===== src/rtl/victim_iter.sv =====
// Priority-board sequencer: drives a working board into the external square arbiter and
// emits candidates highest-priority first. Optional abort port: define VICTIM_ITER_ABORT_EN.
module victim_iter (
    input  logic         clk,
    input  logic         rst_n,
    input  logic         start,
    input  logic [191:0] priority_in,
    output logic [191:0] arb_priority,
    input  logic [6:0]   arb_data,
`ifdef VICTIM_ITER_ABORT_EN
    input  logic         abort,
`endif
    output logic         out_valid,
    input  logic         out_ready,
    output logic [5:0]   out_sq,
    output logic [2:0]   out_pri,
    output logic         busy,
    output logic         done,
    output logic [6:0]   count
);

    typedef enum logic [1:0] {
        S_IDLE  = 2'd0,
        S_EVAL  = 2'd1,
        S_OFFER = 2'd2,
        S_DONE  = 2'd3
    } state_t;

    state_t         state_q, state_d;
    logic [191:0]   pri_q, pri_d;
    logic [5:0]     sq_q, sq_d;
    logic [2:0]     pq_q, pq_d;
    logic [6:0]     count_q, count_d;
    logic           abort_w;

`ifdef VICTIM_ITER_ABORT_EN
    assign abort_w = abort;
`else
    assign abort_w = 1'b0;
`endif

    always_ff @(posedge clk or negedge rst_n) begin
        if (!rst_n) begin
            state_q <= S_IDLE;
            pri_q   <= '0;
            sq_q    <= '0;
            pq_q    <= '0;
            count_q <= '0;
        end else begin
            state_q <= state_d;
            pri_q   <= pri_d;
            sq_q    <= sq_d;
            pq_q    <= pq_d;
            count_q <= count_d;
        end
    end

    // Abort outranks both the arbiter result and the handshake.
    always_comb begin
        state_d = state_q;
        case (state_q)
            S_IDLE:  if (start) state_d = S_EVAL;
            S_EVAL: begin
                if (abort_w)          state_d = S_IDLE;
                else if (arb_data[6]) state_d = S_DONE;
                else                  state_d = S_OFFER;
            end
            S_OFFER: begin
                if (abort_w)        state_d = S_IDLE;
                else if (out_ready) state_d = S_EVAL;
            end
            S_DONE:  state_d = S_IDLE;
            default: state_d = S_IDLE;
        endcase
    end

    always_comb begin
        pri_d   = pri_q;
        sq_d    = sq_q;
        pq_d    = pq_q;
        count_d = count_q;
        case (state_q)
            S_IDLE: begin
                if (start) begin
                    pri_d   = priority_in;
                    count_d = '0;
                end
            end
            S_EVAL: begin
                if (!abort_w && !arb_data[6]) begin
                    sq_d = arb_data[5:0];
                    pq_d = pri_q[3*arb_data[5:0] +: 3];
                end
            end
            S_OFFER: begin
                // Clearing the accepted square lets the arbiter surface the next one.
                if (out_ready && !abort_w) begin
                    pri_d[3*sq_q +: 3] = 3'd0;
                    count_d            = count_q + 7'd1;
                end
            end
            default: ;
        endcase
    end

    always_comb begin
        out_valid = 1'b0;
        busy      = 1'b1;
        done      = 1'b0;
        case (state_q)
            S_IDLE:  busy      = 1'b0;
            S_OFFER: out_valid = 1'b1;
            S_DONE:  done      = 1'b1;
            default: ;
        endcase
    end

    assign arb_priority = pri_q;
    assign out_sq       = sq_q;
    assign out_pri      = pq_q;
    assign count        = count_q;

endmodule


===== config.mk =====
export PLATFORM = sky130hd
export DESIGN_NAME = victim_iter
export DESIGN_NICKNAME = d
export VERILOG_FILES = /design/src/rtl/victim_iter.sv
export SDC_FILE = /design/constraint.sdc
export NUM_CORES = 1
export LEC_CHECK = 0
export BUFFER_PORTS_ARGS = -buffer_cell sky130_fd_sc_hd__buf_4
export CAP_MARGIN = 30
export CORE_MARGIN = 5
export CORE_UTILIZATION = 40
export DETAILED_ROUTE_END_ITERATION = 7
export GPL_TIMING_DRIVEN = 0
export PLACE_DENSITY = 0.7
export SLEW_MARGIN = 20
export SYNTH_ARGS = -nofsm -noshare
export SYNTH_HDL_FRONTEND = slang
export SYNTH_SLANG_ARGS = --single-unit

===== constraint.sdc =====
create_clock -name clk -period 2.4 [get_ports clk]
set_clock_uncertainty 0.05 [all_clocks]
set_input_delay 0 -clock clk [delete_from_list [all_inputs] [get_ports clk]]
set_output_delay 0 -clock clk [all_outputs]
set_load 0.05 [all_outputs]

# --- Word level (Yosys, flattened, before mapping) ---
# Index checks and enable logic that the tools add are counted.
word_totals:
  reg_bits: 210
  in_bits: 203
  output_inout_bits: 211
  elab_cells: 37
op_classes:
  add_sub_neg: 2
  n_mul: 2
  n_eq_ne: 5
  shift: 3
  mux: 14
  bitwise_logic: 1
  reduce_logical: 5
ops:
  columns: ["op", "count"]
  rows:
  - ["2-to-1 mux 192 bit", 2]
  - ["case mux 192 bit (2 select lines)", 1]
  - ["bitwise mux 192 bit", 1]
  - ["variable shift 3 x 34 -> 192 bit, first input constant", 1]
  - ["indexed part select 192 x 9 -> 3 bit", 1]
  - ["indexed part select 3 x 34 -> 192 bit, first input constant", 1]
  - ["negation 8 -> 34 bit", 1]
  - ["multiplier 2 x 6 -> 8 bit, first input constant", 2]
  - ["2-to-1 mux 7 bit", 2]
  - ["case mux 7 bit (2 select lines)", 1]
  - ["case mux 2 bit (4 select lines)", 1]
  - ["adder 7 x 1 -> 7 bit, second input constant", 1]
  - ["== test 2 bit, second input constant", 2]
  - ["2-to-1 mux 1 bit", 4]
  - ["2-to-1 mux 2 bit", 2]
  - ["inequality test 2 bit, second input constant", 2]
  - ["AND reduction 2 bit", 2]
  - ["AND reduction 3 bit", 1]
  - ["== test 2 x 1 -> 1 bit, second input constant", 1]
  - ["logical NOT 2 bit", 1]
  - ["nonzero test 2 bit", 1]
  - ["inverter 1 bit", 1]

# --- Longest topological paths before layout ---
depth:
  depth_word: 6
  ltp_mapped: 9
  mapped_depth_nobuf: 7

# --- Worst setup path before layout ---
# No wires, ideal clock.
synth_path:
  path_type: "register -> register"
  startpoint: "register sq_q[3] (netlist: out_sq[3])"
  endpoint: "register pri_q[75] (netlist: arb_priority[75])"
  setup_ns: 0.080
  arrival_time_ns: 2.755
  t_required_ns: 2.270
  path_slack_ns: -0.485
  stages_incl_launch_ff: 8
  path_buffers: 2
  path_cell_list: "dfrtp_1 > buf_6 > or4_4 > o21a_1 > or4_1 > buf_2 > o21ai_0 > mux2i_1"
synth_between:
  elab_chain_cells: 6
  elab_cells_between_ends: 7
  cone_classes: "add/sub: 1; mul: 1; shift: 2; mux: 3"
synth_rtl:
  columns: ["item", "line_no", "text"]
  rows:
  - ["start: declaration", "31", "logic [5:0] sq_q, sq_d;"]
  - ["start signal: assignment", "52", "sq_q <= sq_d;"]
  - ["multiplier 2 x 6 -> 8 bit *", "98", "pri_d[3*sq_q +: 3] = 3'd0;"]
  - ["negation 8 -> 34 bit *", "98", null]
  - ["indexed part select 3 x 34 -> 192 bit / variable shift 3 x 34 -> 192 bit (equally long branches)", "98", null]
  - ["bitwise mux 192 bit *", "98", null]
  - ["2-to-1 mux 192 bit *", "97", "if (out_ready && !abort_w) begin"]
  - ["case mux 192 bit (2 select lines) *", "82", "case (state_q)"]
  - ["end signal: assignment", "51", "pri_q <= pri_d;"]
  - ["end: declaration", "30", "logic [191:0] pri_q, pri_d;"]
# Mark *: on every way between the ends. The rest lies on a longest branch, timed or not. The select of a mux whose other input is x is not followed.
# A chain may end at the register's enable or synchronous reset.

# --- Worst setup path after layout ---
layout_path:
  startpoint: "register sq_q[3] (netlist: out_sq[3])"
  endpoint: "register pri_q[73] (netlist: arb_priority[73])"
# Same word-level chain as after synthesis.

==> results_dict.tcl <==
set metrics [dict create \
    run_status "finished, violations left" \
    failed_checks "setup timing" \
    max_clock_freq_mhz 371.0 \
    timing_max_transition_violations_final 0 \
    core_sq_um 26950 \
    timing.rr.end "arb_priority[73]" \
    drt-pass1-iter-count 8 \
    synth.avg_cell_area_sq_um 9.868 \
    critical_path.cell_chain "or4_4, o21a_1, or4_4, buf_12, buf_12, o31a_1, mux2i_1" \
    max-vdd-ir-drop_v 0.001216 \
    timing.max_slew.rel_slack_pct 39.28 \
    globalRouteTotalUtil_pct 32.29 \
    path_buf_inv 2 \
    post_drt_via_cell_ratio 5.416 \
    synth_edf_count 0 \
    hold_class "primary input to flop" \
    io_pins 414 \
    yosys.area.top_type_share_pct 47.93 \
    placed_cells_incl_taps 1864 \
    worst_slew_pin_slew_ps 910.9 \
    yosys_warnings 0 \
    antenna_violating_nets_post_route 0 \
    worst_ep_arrival_time_ps 3040 \
    total_vias_in_the_final_route 11680 \
    r2r.worst_path.cells 7 \
    synthesis.nets 1319 \
    critical_path.top_delay_family "simple AND/OR/NAND/NOR gates" \
    h_tree_level_count 1 \
    synth.area.top_cells "dfrtp_1 48%, mux2i_1 13%, mux4_2 9.9%, nand2_1 9.6%, o21ai_0 5.6%" \
    routed_wirelength_microns 52190 \
    synth.cell_area_sq_um 10960 \
    setup_violations 148 \
    gp_congestion 0.9161 \
    drv_cap 0 \
    timing.final.crit_share_pct 112.3 \
    layout_commonest_cell "buf_4" \
    asyncSetResetFlopFracSynth_pct 100.0 \
    grt_overflow 0 \
    grt_max_degree 97 \
    synth_cell_type_count 40 \
    dominantRegCellSynth "dfrtp_1" \
    number_of_cells_produced_by_synthesis 1111 \
    critPathCaptureType "flop" \
    reg2reg_from "out_sq[3]" \
    number_of_drc_markers_in_iteration_0 850 \
    worstSkewPairLatency_ps 530 \
    instances_no_fill 2157 \
    synthToLayoutAreaGrowth_pct 72.48 \
    die_y_microns 175.6 \
    place.port_buffers 410 \
    fin_nets 2006 \
    starting_utilization_of_the_core_area_pct 40.68 \
    synth_seq_area_share_pct 47.93 \
    data_required_time_of_the_worst_path_ps 2740 \
    layout.cells.most_common_list "429 x buf_4, 277 x nand2_1, 207 x dfrtp_1, 202 x dlygate4sd3_1, 141 x mux2i_1" \
    crit_path_max_fanout 5 \
    layout_setup_ws_ps -295.4 \
    grt_first_pass_wirelength_microns 75850 \
    hp-start "priority_in[163]" \
    number_of_global_route_vias_before_repair 12550 \
    cts_tree "built" \
    p_per_area_nw_per_um2 1559 \
    layout-drive-gt1-share_pct 37.85 \
    remaining_drc_errors 0 \
    fp-row-count 60 \
    nFillCells 1885 \
    final-hold-violation-count 0 \
    slowest_delay_ps 540 \
    leakagePower_uw 0.009147 \
    die-width_microns 175.6 \
    clk_transition_reported_paths_ps 60 \
    synth_area_leader_cell "dfrtp_1" \
    place.detailed.hpwl_microns 36310 \
    area_enclosed_by_the_die_boundary_sq_um 30820 \
    final_period_minus_worst_setup_slack_ps 2695 \
    ff_latch_area_sq_um 5259 \
    layout.core_utilization_pct 70.16 \
    min_delay_worst_endpoint "arb_priority[163]" \
    grt_setup_unrepaired "yes" \
    timing.reg2reg.setup_slack_ps -300 \
    worstSetupStartpointType "flop" \
    worst-setup-path-type "flop to flop" \
    clock-sinks 210 \
    post_dr_wirelength_cell_microns 24.20 \
    cts-buffers-inserted 25 \
    synth-seq-cells 210 \
    slowest_stage "or4_4" \
    cts.path.max_buffers 3 \
    clock-root-buffer "clkbuf_16" \
    multi_input_area_sq_um 5767 \
    holdPathStages 4 \
    antenna_found_initial 1 \
]
[cells in the mapped netlist (7+ instances only)]
cell      instances
a22o_1            9
buf_1             7
clkbuf_1         44
dfrtp_1         210
inv_1           130
mux2i_1         141
mux4_2           48
nand2_1         280
nand2b_1         11
nand4_1           7
nor2_1           34
o21ai_0         123
[sequential cells by signal, indices dropped and copies added, names as in the netlist]
| signal | count |
|---|---|
| out_sq | 6 |
| count | 7 |
| out_pri | 3 |
| state_q | 2 |
| arb_priority | 192 |
[worst min-delay path: cells and delay by family]
family / cells / cell delay [ps]
AOI/OAI and AO/OA: 1 / 60
buffers and inverters: 2 / 630
and+or+nand+nor: 1 / 40
[worst max path at each step]
stage,cells past startpoint,end,slack (ps),from
floorplan,8,arb_priority[96],-340,out_sq[3]
global placement,9,out_pri[1],-950,arb_data[2]
detailed placement,9,out_pri[1],-970,arb_data[2]
CTS,7,arb_priority[73],-320,out_sq[1]
global route,7,arb_priority[73],-360,out_sq[3]
finish,7,arb_priority[73],-300,out_sq[3]
[where the power goes]
part | internal [uW] | leakage, uW | switching (uW)
sequential | 5270 | 0.00257 | 1820
clock | 2670 | 0.000460 | 1580
combinational | 6130 | 0.00611 | 12000
total | 14100 | 0.00915 | 15400
[layout make-up]
cell class | count | area share, %
clock buffer | 33 | 3.891
clock inverter | 11 | 0.9528
antenna | 1 | 0.01323
sequential | 210 | 27.81
timing repair buffer | 662 | 30.25
buffer | 54 | 1.747
inverter | 130 | 2.581
tap | 341 | 2.256
multi-input combinational | 715 | 30.50
[cell families after synthesis]
logic type	count (synthesis)	synth area share, %
DFF	210	47.93
xor gates and xnor gates	7	0.5592
adders and majority gates	5	0.5706
buffers and inverters	186	6.540
muxes	195	23.35
AOI/OAI and AO/OA	153	7.875
and+or+nand+nor	355	13.17
[timing repair]
action	4_1_cts	5_1_grt
gates resized for setup	185	114
hold endpoints to repair	319	0
gates cloned	2	1
hold buffers	203	0
pin swaps	39	35
endpoints found under the setup margin	196	195
setup buffers	25	21
[metrics by stage]
stage / total power (uW) / setup WS [ps] / hold WS, ps / setup TNS [ps] / area (sq um)
after floorplan: 16900 / -342.8 / -345.6 / -8759 / 11010
after global placement: 22410 / -951.2 / 152.8 / -131130 / 14510
after detailed placement: 22720 / -973.5 / -160.5 / -80190 / 14570
after CTS: 28370 / -322.3 / 171.0 / -21910 / 18320
after global routing: 30580 / -357.8 / 194.3 / -33440 / 18910
final: 29480 / -295.4 / 190.6 / -23160 / 18910
[routing by layer]
metal | vias to the layer above | share of wire [%] | global-route usage, % | routed length [microns]
met5 | - | 0 | 0 | 0
met4 | 0 | 4.8 | 13.00 | 2491
met3 | 147 | 7.9 | 6.350 | 4149
met2 | 697 | 50 | 57.76 | 26330
met1 | 5741 | 37 | 38.22 | 19220
li1 | 5097 | - | - | -
No activity file was read; power rests on OpenSTA's default activity.
